<file path="config.mk">
export PLATFORM = sky130hd
export DESIGN_NAME = adc_to_float_flat
export DESIGN_NICKNAME = d
export VERILOG_FILES = /design/src/rtl/adc_to_float_pkg.sv /design/src/rtl/adc_to_float_if.sv /design/src/rtl/adc_to_float.sv /design/src/flat_wrapper.sv
export SDC_FILE = /design/constraint.sdc
export NUM_CORES = 1
export LEC_CHECK = 0
export ABC_AREA = 1
export BUFFER_PORTS_ARGS = -buffer_cell sky130_fd_sc_hd__buf_4
export CORE_MARGIN = 5
export CORE_UTILIZATION = 31
export DETAILED_ROUTE_END_ITERATION = 10
export HOLD_SLACK_MARGIN = 0.03
export SYNTH_ARGS = -nofsm -noshare
export SYNTH_HDL_FRONTEND = slang
export SYNTH_SLANG_ARGS = --single-unit
</file>
<file path="constraint.sdc">
create_clock -name i_CLK -period 1.7 [get_ports i_CLK]
set_clock_uncertainty 0.1 [all_clocks]
set_input_delay 0.085 -clock i_CLK [delete_from_list [all_inputs] [get_ports i_CLK]]
set_output_delay 0.085 -clock i_CLK [all_outputs]
set_load 0.02 [all_outputs]
</file>
<file path="src/rtl/adc_to_float_pkg.sv">
// adc_to_float_pkg: shared definitions for the ADC-to-float converter.
//   - state encoding of the conversion FSM
//   - exponent bias / start value and float constants
package adc_to_float_pkg;

    typedef enum logic [2:0] {
        ST_IDLE   = 3'd0,
        ST_ABS    = 3'd1,
        ST_NORM   = 3'd2,
        ST_PACK   = 3'd3,
        ST_FINISH = 3'd4
    } state_t;

    localparam int          EXP_BIAS_DEF = 127;
    // Exponent of a magnitude whose MSB sits at bit 23: bias + 23.
    localparam logic [7:0]  EXP_START    = 8'd150;
    localparam logic [31:0] F_ZERO       = 32'h0000_0000;
    localparam logic [31:0] F_ONE        = 32'h3F80_0000;

endpackage

</file>
<file path="src/rtl/adc_to_float_if.sv">
// adc_to_float_if: sample-in / float-out handshake bundle.
//   i_ADC_DATA, i_ADC_DATA_VALID, o_ADC_DATA_READY : sample side
//   o_F_DATA, o_F_DATA_VALID, i_F_ACK             : float side
// slave  : the converter
// master : the producer/consumer environment around it
interface adc_to_float_if #(
    parameter int IN_WIDTH = 24
);
    logic [IN_WIDTH-1:0] i_ADC_DATA;
    logic                i_ADC_DATA_VALID;
    logic                o_ADC_DATA_READY;
    logic [31:0]         o_F_DATA;
    logic                o_F_DATA_VALID;
    logic                i_F_ACK;

    modport slave (
        input  i_ADC_DATA, i_ADC_DATA_VALID, i_F_ACK,
        output o_ADC_DATA_READY, o_F_DATA, o_F_DATA_VALID
    );

    modport master (
        output i_ADC_DATA, i_ADC_DATA_VALID, i_F_ACK,
        input  o_ADC_DATA_READY, o_F_DATA, o_F_DATA_VALID
    );
endinterface

</file>
<file path="src/rtl/adc_to_float.sv">
// adc_to_float: signed 24-bit ADC sample -> IEEE-754 single float.
// Exact conversion (24-bit magnitude fits the 24-bit significand), normalised
// one bit per cycle. Single sample in flight; result held until acknowledged.
// Ports:
//   i_CLK  : clock, rising edge
//   i_RSTN : asynchronous active-low reset
//   bus    : adc_to_float_if.slave (sample in, float out, ack)
module adc_to_float
    import adc_to_float_pkg::*;
#(
    parameter int IN_WIDTH = 24,
    parameter int EXP_BIAS = EXP_BIAS_DEF
) (
    input  logic           i_CLK,
    input  logic           i_RSTN,
    adc_to_float_if.slave  bus
);

    localparam int         MSB     = IN_WIDTH - 1;
    localparam logic [7:0] EXP_TOP = 8'(EXP_BIAS + IN_WIDTH - 1);

    state_t              state_q, state_d;
    logic [IN_WIDTH-1:0] sample_q;
    logic [IN_WIDTH-1:0] mag_q;
    logic [7:0]          exp_q;
    logic                sign_q;
    logic                zero_q;
    logic [IN_WIDTH-1:0] abs_val;

    // -8388608 wraps to 0x800000, which is the correct unsigned magnitude.
    assign abs_val = sample_q[MSB] ? (~sample_q + {{(IN_WIDTH-1){1'b0}}, 1'b1})
                                   : sample_q;

    always_ff @(posedge i_CLK or negedge i_RSTN) begin
        if (!i_RSTN) state_q <= ST_IDLE;
        else         state_q <= state_d;
    end

    always_comb begin
        state_d = state_q;
        case (state_q)
            ST_IDLE:   if (bus.i_ADC_DATA_VALID && bus.o_ADC_DATA_READY) state_d = ST_ABS;
            ST_ABS:    state_d = (abs_val == '0) ? ST_PACK : ST_NORM;
            ST_NORM:   if (mag_q[MSB]) state_d = ST_PACK;
            ST_PACK:   state_d = ST_FINISH;
            ST_FINISH: if (bus.o_F_DATA_VALID && bus.i_F_ACK) state_d = ST_IDLE;
            default:   state_d = ST_IDLE;
        endcase
    end

    always_ff @(posedge i_CLK or negedge i_RSTN) begin
        if (!i_RSTN) begin
            sample_q             <= '0;
            mag_q                <= '0;
            exp_q                <= '0;
            sign_q               <= 1'b0;
            zero_q               <= 1'b0;
            bus.o_ADC_DATA_READY <= 1'b1;
            bus.o_F_DATA         <= F_ZERO;
            bus.o_F_DATA_VALID   <= 1'b0;
        end else begin
            case (state_q)
                ST_IDLE: begin
                    if (bus.i_ADC_DATA_VALID && bus.o_ADC_DATA_READY) begin
                        sample_q             <= bus.i_ADC_DATA;
                        bus.o_ADC_DATA_READY <= 1'b0;
                    end
                end
                ST_ABS: begin
                    sign_q <= sample_q[MSB];
                    mag_q  <= abs_val;
                    exp_q  <= EXP_TOP;
                    zero_q <= (abs_val == '0);
                end
                ST_NORM: begin
                    // Nonzero magnitude: loop ends within 23 shifts, exp >= bias.
                    if (!mag_q[MSB]) begin
                        mag_q <= mag_q << 1;
                        exp_q <= exp_q - 8'd1;
                    end
                end
                ST_PACK: begin
                    // Zero packs as +0 regardless of sign/exp contents.
                    bus.o_F_DATA       <= zero_q ? F_ZERO : {sign_q, exp_q, mag_q[MSB-1:0]};
                    bus.o_F_DATA_VALID <= 1'b1;
                end
                ST_FINISH: begin
                    if (bus.o_F_DATA_VALID && bus.i_F_ACK) begin
                        bus.o_F_DATA_VALID   <= 1'b0;
                        bus.o_ADC_DATA_READY <= 1'b1;
                    end
                end
                default: begin
                    bus.o_F_DATA_VALID   <= 1'b0;
                    bus.o_ADC_DATA_READY <= 1'b1;
                end
            endcase
        end
    end

endmodule

</file>
<file path="src/flat_wrapper.sv">
// flat-port wrapper written by rule: the top's interface ports become plain ports
module adc_to_float_flat import adc_to_float_pkg::*;
#(
    parameter int IN_WIDTH = 24,
    parameter int EXP_BIAS = EXP_BIAS_DEF
)
  (i_CLK, i_RSTN, bus_i_ADC_DATA, bus_i_ADC_DATA_VALID, bus_i_F_ACK, bus_o_ADC_DATA_READY, bus_o_F_DATA, bus_o_F_DATA_VALID);
  adc_to_float_if #(.IN_WIDTH(IN_WIDTH)) bus_i ();
  input  logic i_CLK;
  input  logic i_RSTN;
  input wire logic [$bits(bus_i.i_ADC_DATA)-1:0] bus_i_ADC_DATA;
  input wire logic [$bits(bus_i.i_ADC_DATA_VALID)-1:0] bus_i_ADC_DATA_VALID;
  input wire logic [$bits(bus_i.i_F_ACK)-1:0] bus_i_F_ACK;
  output wire logic [$bits(bus_i.o_ADC_DATA_READY)-1:0] bus_o_ADC_DATA_READY;
  output wire logic [$bits(bus_i.o_F_DATA)-1:0] bus_o_F_DATA;
  output wire logic [$bits(bus_i.o_F_DATA_VALID)-1:0] bus_o_F_DATA_VALID;
  assign bus_i.i_ADC_DATA = bus_i_ADC_DATA;
  assign bus_i.i_ADC_DATA_VALID = bus_i_ADC_DATA_VALID;
  assign bus_i.i_F_ACK = bus_i_F_ACK;
  assign bus_o_ADC_DATA_READY = bus_i.o_ADC_DATA_READY;
  assign bus_o_F_DATA = bus_i.o_F_DATA;
  assign bus_o_F_DATA_VALID = bus_i.o_F_DATA_VALID;
  adc_to_float #(.IN_WIDTH(IN_WIDTH), .EXP_BIAS(EXP_BIAS)) u_core (.i_CLK(i_CLK), .i_RSTN(i_RSTN), .bus(bus_i));
endmodule
</file>
After elaboration in Yosys (flattened, before gate mapping)
Index checks and enable logic that the tools add are counted.
{"block": "op_classes", "n_bitwise": 3, "n_eq_ne": 8, "add_sub_neg": 2, "n_mux": 16, "n_reduce_logical": 12}
{"cell": "two-way mux 24 bit", "n": 2}
{"cell": "case mux 24 bit (2 select lines)", "n": 1}
{"cell": "two-way mux 32 bit", "n": 1}
{"cell": "adder 24 x 1 -> 24 bit, second input constant", "n": 1}
{"cell": "logical NOT 24 bit", "n": 1}
{"cell": "inverter 24 bit", "n": 1}
{"cell": "case mux 8 bit (2 select lines)", "n": 1}
{"cell": "case mux 3 bit (5 select lines)", "n": 1}
{"cell": "two-way mux 3 bit", "n": 3}
{"cell": "two-way mux 8 bit", "n": 1}
{"cell": "subtractor 8 x 1 -> 8 bit, second input constant", "n": 1}
{"cell": "equality test 3 x 2 -> 1 bit, second input constant", "n": 2}
{"cell": "inequality test 2 x 1 -> 1 bit, second input constant", "n": 3}
{"cell": "case mux 1 bit (3 select lines)", "n": 2}
{"cell": "AND reduction 2 bit", "n": 3}
{"cell": "AND reduction 3 bit", "n": 2}
{"cell": "OR reduction 3 bit", "n": 2}
{"cell": "two-way mux 1 bit", "n": 4}
{"cell": "equality test 3 x 1 -> 1 bit, second input constant", "n": 1}
{"cell": "equality test 3 bit, second input constant", "n": 1}
{"cell": "logical NOT 3 bit", "n": 1}
{"cell": "logical AND 1 bit", "n": 2}
{"cell": "inequality test 2 bit, second input constant", "n": 1}
{"cell": "inverter 1 bit", "n": 2}
{"cell": "nonzero test 2 bit", "n": 1}
{"block": "totals", "in_bits": 28, "ff_bits": 95, "wordCells": 51}

Logic depth before layout (Yosys ltp)
Gate-level depths: netlist of run 1.
{"block": "logic_depth", "depth_word": 6, "depth_mapped": 14, "mapped_depth_nobuf": 14}

Least setup slack after synthesis of run 1
Ideal clock, no wire load.
{"block": "synth_timing", "path_type": "register to register", "from": "register u_core.sample_q[0]", "to": "register u_core.state_q[0]", "t_arrival_ps": 1561, "path_slack_ps": -34, "setup_time_ps": 73, "path_stages_with_launch": 15, "period_less_slack_ps": 1734, "cell_sequence": "dfrtp_1 > inv_1 > ha_1 > nand2_2 > nor2_4 > nand2_2 > nand2_2 > nand2_1 > nand2_1 > nand2_1 > inv_1 > nand2_1 > nor2_2 > nand3_2 > a21oi_2"}
{"block": "synth_via", "elab_chain_len": 6}
{"item": "start: declaration", "line_no": "adc_to_float.sv:23", "source": "logic [IN_WIDTH-1:0] sample_q;"}
{"item": "start signal: assignment", "line_no": "adc_to_float.sv:65", "source": "sample_q <= bus.i_ADC_DATA;"}
{"item": "inverter 24 bit", "line_no": "adc_to_float.sv:31", "source": "assign abs_val = sample_q[MSB] ? (~sample_q + {{(IN_WIDTH-1){1'b0}}, 1'b1})"}
{"item": "adder 24 x 1 -> 24 bit", "line_no": "adc_to_float.sv:31"}
{"item": "two-way mux 24 bit *", "line_no": "adc_to_float.sv:31"}
{"item": "logical NOT 24 bit *", "line_no": "adc_to_float.sv:43", "source": "ST_ABS: state_d = (abs_val == '0) ? ST_PACK : ST_NORM;"}
{"item": "two-way mux 1 bit *", "line_no": "adc_to_float.sv:43"}
{"item": "case mux 3 bit (5 select lines) *", "line_no": "adc_to_float.sv:41", "source": "case (state_q)"}
{"item": "end signal: assignment", "line_no": "adc_to_float.sv:36", "source": "else state_q <= state_d;"}
{"item": "end: declaration", "line_no": "adc_to_float.sv:22", "source": "state_t state_q, state_d;"}
Mark *: on every way between the ends. The rest lies on a longest branch, timed or not.
A chain may end at the register's enable or synchronous reset.

Worst setup path in the final report of run 1
{"block": "layout_timing", "from": "register u_core.sample_q[7]", "to": "register u_core.state_q[0]"}
The elaborated chain is that of the path after synthesis.

==> metrics.log, run 1 <==
INFO  metric antenna_found_initial = 0
INFO  metric final_cell_count_no_fill = 934
INFO  metric register_clock_pin_slew_on_the_reported_worst_setup_and_hold_paths = 70 ps
INFO  metric num_vias = 4,410
INFO  metric instance_count_of_the_mapped_netlist = 589
INFO  metric synth-edff-count = 0
INFO  metric peakVddDrop = 699 uV
INFO  metric reg2reg_slack = -80 ps
INFO  metric boundary_pins = 62
INFO  metric power-per-cell-area = 2050 nW/um^2
INFO  metric critPathArrivalTime = 1960 ps
INFO  metric syn-num-nets = 619
INFO  metric power.sequential.fraction = 0.283
INFO  metric worst-setup-path-type = reg -> reg
INFO  metric total_power = 14,000 uW
INFO  metric grt_setup_unrepaired = yes
INFO  metric num-nets-final = 771
INFO  metric setup.worst_path.end_class = register
INFO  metric die_height = 134 um
INFO  metric worstReg2RegStart = u_core.sample_q[7]
INFO  metric drive_gt1_frac = 0.322
INFO  metric clock_tree.buffer_depth = 2
INFO  metric clock_tree.root_cell = clkbuf_16
INFO  metric detailed_place_hpwl = 9.51 mm
INFO  metric grt_remaining_overflow = 0
INFO  metric clk_latency_worst_skew_pair = 340 ps
INFO  metric crit_fanout = 3
INFO  metric synth_warnings = 0
INFO  metric detail_routed_net_length_per_standard_cell = 14.3 um
INFO  metric maxSlewHeadroom = 0.629
INFO  metric number_of_failing_hold_endpoints_at_the_final_stage = 0
INFO  metric antenna_violating_nets_post_route = 0
INFO  metric fin_crit_sh = 1.05
INFO  metric totalWireLength = 13.3 mm
INFO  metric power.switching_fraction = 0.426
INFO  metric failed_checks = setup timing
INFO  metric clockPowerShare = 0.159
INFO  metric period_minus_slack = 1780 ps
INFO  metric chipWidth = 134 um
INFO  metric n_antenna_cell = 0
INFO  metric place_worst_setup_slack = -144 ps
INFO  metric worstPathRequired = 1880 ps
INFO  metric fmaxAchievable = 561 MHz
INFO  metric p_leak = 0.00331 uW
INFO  metric min-delay-path-class = in -> async
INFO  metric worst_pin_slew = 557 ps
INFO  metric setup_total_negative_slack = -205 ps
INFO  metric average_vias_per_placed_instance = 4.72
INFO  metric post_synth.cell_area_avg = 8.05 sq um
INFO  metric timing.final.ws_setup = -82.9 ps
INFO  metric fp.dieArea = 17,900 sq um
INFO  metric yosys_most_used_dff = dfrtp_1
INFO  metric max_cap_viol_count = 0
INFO  metric drt_pre_antenna_iters = 5
INFO  metric tritoncts.num_buffers = 9
INFO  metric initialDrtViolationCount = 362
INFO  metric placed_cells = 874
INFO  metric worst_setup_path_startpoint = u_core.sample_q[7]
INFO  metric place.port_buffers = 61
INFO  metric power_frac_comb = 0.558
INFO  metric globalRouteTotalUtil = 0.145
INFO  metric post-route-drc-count = 0
INFO  metric biggest_area_consumer_among_synthesized_cells = dfrtp_1
INFO  metric post_synth_instance_area = 4740 sq um
INFO  metric ys_seq_area_frac = 0.502
INFO  metric via_count_of_the_first_global_routing_pass = 4,213
INFO  metric cts_tree = built
INFO  metric terminus_of_the_critical_flop_to_flop_path = u_core.state_q[0]
INFO  metric fp.coreArea = 15,100 sq um
INFO  metric run_status = finished, violations left
INFO  metric grt_pass1_wl = 21.2 mm
INFO  metric ys_ff_latch = 95
INFO  metric grt_max_degree = 66
INFO  metric internal-power = 8050 uW
INFO  metric netlist.area_leader.share = 0.496
INFO  metric gp_routability_congestion = 0.793
INFO  metric starting_utilization_of_the_core_area = 0.314
INFO  metric cts.sinks = 95
INFO  metric ys_top_cells_by_area = dfrtp_1, nand2_1, inv_1, o31ai_1, nand3_1
INFO  metric ys_types = 32
INFO  metric drv_slew = 0
INFO  metric netSwitchingPower = 5970 uW
INFO  metric rows = 45
INFO  metric startpoint_type = register
INFO  metric r2r.worst_path.cells = 13
INFO  metric areaGrowthSynthToFinish = 44.1%
INFO  metric asyncSetResetFlopFracSynth = 1.00
INFO  metric setup_viol = 5
INFO  metric yosysMostFrequentCell = nand2_1
INFO  metric yosys-top-cells-count = nand2_1, dfrtp_1, inv_1
INFO  metric ctsHtreeMaxLevel = 3
-- critical path, stage by stage, from the launching register on --
cell and delay, ps:
dfrtp_1 430, nor2_4 170, nand2_2 110, nor2_4 120, nand2_2 80, nand2_2 80
nand2_1 60, nand2_1 80, nand2_2 80, inv_2 60, nand2_2 60, nor2_4 90
nand3_2 90, a21oi_2 110
-- through the flow --
step           cell area (sq um)  hold slack, ps   util
2_1_floorplan               4750            -311      -
3_3_place_gp                5860            1.80  0.388
3_5_place_dp                5860            6.15  0.388
4_1_cts                     6610             129  0.438
5_1_grt                     6840             219  0.453
6_report                    6840             168  0.453
-- layout by cell type, fill, tap and decap left out, drive strengths merged --
| cell | instances |
|---|---|
| clkbuf | 11 |
| nand2 | 188 |
| a41oi | 1 |
| o211ai | 1 |
| inv | 80 |
| o21ai | 37 |
| dlygate4sd3 | 26 |
| o22ai | 1 |
| o31ai | 29 |
| clkinvlp | 1 |
| nand3b | 2 |
| and2 | 1 |
| o221ai | 21 |
| dfstp | 1 |
| bufinv | 2 |
| clkinv | 1 |
| buf | 139 |
| nor3 | 7 |
| a31oi | 1 |
| mux2 | 1 |
| a21oi | 6 |
| nand4 | 2 |
| ha | 2 |
| dfrtp | 94 |
| nand3 | 41 |
| nor2 | 49 |
| o2bb2ai | 1 |
-- cell families after synthesis --
| kind of cell | count (synthesis) | share of synthesized area |
|---|---|---|
| AO/OA/AOI/OAI | 98 | 0.139 |
| adder cells (fa/ha/maj) | 2 | 0.00528 |
| multiplexers | 1 | 0.00237 |
| buffers and inverters | 103 | 0.0865 |
| flip-flops | 95 | 0.502 |
| AND/OR/NAND/NOR | 290 | 0.265 |
-- flip-flops by register name, summed over array words and instances, names as in the netlist --
| register | cells |
|---|---|
| u_core.state_q | 3 |
| u_core.zero_q | 1 |
| u_core.bus.o_F_DATA_VALID | 1 |
| u_core.bus.o_ADC_DATA_READY | 1 |
| u_core.bus.o_F_DATA | 32 |
| u_core.sample_q | 24 |
| u_core.sign_q | 1 |
| u_core.exp_q | 8 |
| u_core.mag_q | 24 |
-- worst max-delay path by stage --
stage,end,slack (ps),cells past startpoint
2_1_floorplan,u_core.state_q[0],30,14
3_3_place_gp,u_core.state_q[0],-100,14
3_5_place_dp,u_core.state_q[0],-140,14
4_1_cts,u_core.state_q[0],-80,13
5_1_grt,u_core.state_q[0],-200,13
6_report,u_core.state_q[0],-80,13
-- per-layer routing --
metal	up-vias	global-route usage	part of all wire
met5	-	0	0
met4	0	0.0297	0.0076
met1	2067	0.214	0.49
met3	6	0.0298	0.054
met2	108	0.223	0.45
li1	2229	-	-
-- cell type report --
type / instances / area [sq um]
well taps: 188 / 235
clock inverters: 7 / 101
fillers: 1500 / 8250
flip-flops and latches: 95 / 2380
multi-input cells: 391 / 2170
clock buffers: 9 / 225
inverters: 77 / 289
repair buffers: 167 / 1430
-- what timing repair did --
| item | 4_1_cts | 5_1_grt |
|---|---|---|
| hold buffers | 26 | 0 |
| setup buffers | 14 | 1 |
| resized for setup | 21 | 46 |
| endpoints found under the setup margin | 6 | 38 |
| pin swaps | 10 | 18 |
| cloned | 0 | 3 |
| hold endpoints to repair | 66 | 0 |
-- power groups by stage --
stage | Clock (uW) | Sequential (uW) | Combinational, uW
after floorplan | 0 | 4210 | 3620
after global placement | 0 | 3940 | 6810
after detailed placement | 0 | 3970 | 6900
after CTS | 2270 | 3910 | 7400
after global routing | 2350 | 4100 | 8660
final | 2230 | 3970 | 7820
(Power assumes the default switching activity.)
==> run 2, diff against run 1 <==
- CORE_ASPECT_RATIO: not set -> 2
- CORE_UTILIZATION: 31 -> 52
- PLACE_DENSITY: not set -> 0.76
==> run 2 against run 1 <==
Compared with the run above: combinational power increased by 13%; design area up 2.9%; clock power is 13% lower; the flow still finishes with violations (setup timing).
==> metrics.log, run 2 (same netlist as run 1, synthesis figures left out) <==
INFO  metric ctsHtreeMaxLevel = 3 (unchanged)
INFO  metric worst_setup_path_startpoint = u_core.sample_q[1] (was u_core.sample_q[7])
INFO  metric fin_crit_sh = 1.15 (was 1.05)
INFO  metric fmaxAchievable = 512 MHz (was 561 MHz)
INFO  metric drv_slew = 0 (unchanged)
INFO  metric die_height = 145 um (was 134 um)
INFO  metric layout_top_registers = u_core.bus.o_F_DATA (32), u_core.mag_q (24), u_core.sample_q (24) (unchanged)
INFO  metric r2r.worst_path.cells = 11 (was 13)
INFO  metric totalWireLength = 14.3 mm (was 13.3 mm)
INFO  metric fp.coreArea = 8950 sq um (was 15,100 sq um)
INFO  metric clk_latency_worst_skew_pair = 340 ps (about the same)
INFO  metric worstPathRequired = 1820 ps (was 1880 ps)
INFO  metric final_cell_mix = buf_4, nand2_1, dfrtp_1 (was nand2_1, buf_4, dfrtp_1)
INFO  metric netSwitchingPower = 6550 uW (was 5970 uW)
INFO  metric layout.cells.most_common = buf_4 (was nand2_1)
INFO  metric detail_routed_net_length_per_standard_cell = 16.5 um (was 14.3 um)
INFO  metric timing.final.ws_setup = -254 ps (was -82.9 ps)
INFO  metric fp.dieArea = 11,200 sq um (was 17,900 sq um)
INFO  metric antenna_violating_nets_post_route = 0 (unchanged)
INFO  metric areaGrowthSynthToFinish = 48.3% (was 44.1%)
INFO  metric antenna_found_initial = 0 (unchanged)
INFO  metric chipWidth = 77.5 um (was 134 um)
INFO  metric terminus_of_the_critical_flop_to_flop_path = u_core.mag_q[16] (was u_core.state_q[0])
INFO  metric cts_tree = built (unchanged)
INFO  metric register_clock_pin_slew_on_the_reported_worst_setup_and_hold_paths = 70 ps (about the same)
INFO  metric drt_pre_antenna_iters = 5 (unchanged)
INFO  metric critPathArrivalTime = 2070 ps (was 1960 ps)
INFO  metric worst-setup-path-type = reg -> reg (unchanged)
INFO  metric num_vias = 4,731 (was 4,410)
INFO  metric largest_register_ffs = 32 (unchanged)
INFO  metric worstReg2RegStart = u_core.sample_q[1] (was u_core.sample_q[7])
INFO  metric power-per-cell-area = 2100 nW/um^2 (was 2050 nW/um^2)
INFO  metric grt_setup_unrepaired = yes (unchanged)
INFO  metric min-delay-path-class = in -> async (unchanged)
INFO  metric initialDrtViolationCount = 303 (was 362)
INFO  metric grt_pass1_wl = 22.4 mm (was 21.2 mm)
INFO  metric setup.worst_path.end_class = register (unchanged)
INFO  metric clock_tree.root_cell = clkbuf_16 (unchanged)
INFO  metric peakVddDrop = 1190 uV (was 699 uV)
INFO  metric gp_routability_congestion = 0.990 (was 0.793)
INFO  metric regMostFlops = u_core.bus.o_F_DATA (unchanged)
INFO  metric crit_fanout = 4 (was 3)
INFO  metric end_of_flow_core_utilization = 0.786 (was 0.453)
INFO  metric grt_remaining_overflow = 0 (unchanged)
INFO  metric internal-power = 8250 uW (was 8050 uW)
INFO  metric reg2reg_slack = -250 ps (was -80 ps)
INFO  metric failed_checks = setup timing (unchanged)
INFO  metric boundary_pins = 62 (unchanged)
INFO  metric power.sequential.fraction = 0.270 (was 0.283)
INFO  metric max_cap_viol_count = 0 (unchanged)
INFO  metric setup_viol = 19 (was 5)
INFO  metric n_antenna_cell = 0 (unchanged)
INFO  metric worst_pin_slew = 411 ps (was 557 ps)
INFO  metric average_vias_per_placed_instance = 5.45 (was 4.72)
INFO  metric detailed_place_hpwl = 10.5 mm (was 9.51 mm)
INFO  metric grt_max_degree = 67 (was 66)
INFO  metric rows = 49 (was 45)
INFO  metric startpoint_type = register (unchanged)
INFO  metric post-route-drc-count = 0 (unchanged)
INFO  metric power_frac_comb = 0.598 (was 0.558)
INFO  metric number_of_failing_hold_endpoints_at_the_final_stage = 0 (unchanged)
INFO  metric p_leak = 0.00341 uW (was 0.00331 uW)
INFO  metric drive_gt1_frac = 0.390 (was 0.322)
INFO  metric cts.sinks = 95 (unchanged)
INFO  metric period_minus_slack = 1950 ps (was 1780 ps)
INFO  metric run_status = finished, violations left (unchanged)
INFO  metric place_worst_setup_slack = -365 ps (was -144 ps)
INFO  metric clockPowerShare = 0.131 (was 0.159)
INFO  metric place.port_buffers = 61 (unchanged)
INFO  metric clock_tree.buffer_depth = 2 (unchanged)
INFO  metric starting_utilization_of_the_core_area = 0.530 (was 0.314)
INFO  metric maxSlewHeadroom = 0.726 (was 0.629)
INFO  metric via_count_of_the_first_global_routing_pass = 4,708 (was 4,213)
INFO  metric power.switching_fraction = 0.443 (was 0.426)
INFO  metric globalRouteTotalUtil = 0.249 (was 0.145)
INFO  metric num-nets-final = 791 (was 771)
INFO  metric tritoncts.num_buffers = 9 (unchanged)
## run 2: worst max-delay path: stages, from the launching register on
cell	delay [ps]
dfrtp_1	410
inv_2	80
ha_4	150
nand2_4	70
nor2_4	180
nand3b_1	180
nand3_1	130
nand2_2	110
buf_4	150
buf_4	120
nand2_1	50
o221ai_1	100
## run 2: area by class of cell
type | instances | area, sq um
Sequential cell | 95 | 2390
Timing Repair Buffer | 187 | 1580
Inverter | 77 | 292
Clock buffer | 10 | 229
Multi-Input combinational cell | 391 | 2360
Clock inverter | 6 | 53.8
Fill cell | 612 | 1920
Tap cell | 102 | 128
## run 2: power groups by stage
stage	sequential (uW)	combinational, uW	clock (uW)
6_report	4000	8860	1950
3_5_place_dp	3910	7160	0
5_1_grt	4110	9610	2080
2_1_floorplan	4210	3620	0
4_1_cts	3920	7600	1960
3_3_place_gp	3880	7060	0
## run 2: worst max-delay path by stage
stage               slack (ps)           endpoint
floorplan                   30  u_core.state_q[0]
global route              -350  u_core.state_q[0]
detailed placement        -360  u_core.state_q[0]
CTS                       -220  u_core.state_q[0]
global placement          -350  u_core.state_q[0]
finish                    -250   u_core.mag_q[16]
## run 2: routing by layer
layer / GRT usage / vias to the layer above / part of all wire
li1: - / 2268 / -
met1: 0.251 / 2260 / 0.34
met2: 0.467 / 145 / 0.56
met3: 0.0403 / 58 / 0.038
met4: 0.139 / 0 / 0.056
met5: 0 / - / 0
## run 2: metrics by stage
step | cells | power [uW] | instance area (sq um) | hold slack, ps | setup TNS, ps
2_1_floorplan | 589 | 7830 | 4750 | -311 | 0
3_3_place_gp | 803 | 10900 | 5840 | -96.0 | -1960
3_5_place_dp | 803 | 11100 | 5840 | -92.5 | -2250
4_1_cts | 853 | 13500 | 6560 | 83.3 | -979
5_1_grt | 868 | 15800 | 7030 | 125 | -2830
6_report | 868 | 14800 | 7030 | 87.0 | -1390
## run 2: timing repair
item,4_1_cts,5_1_grt
pin swaps,19,43
setup endpoints to repair,34,36
buffers inserted,8,14
gates resized for setup,34,99
hold buffers,26,0
cloned,0,1
hold endpoints to repair,119,0
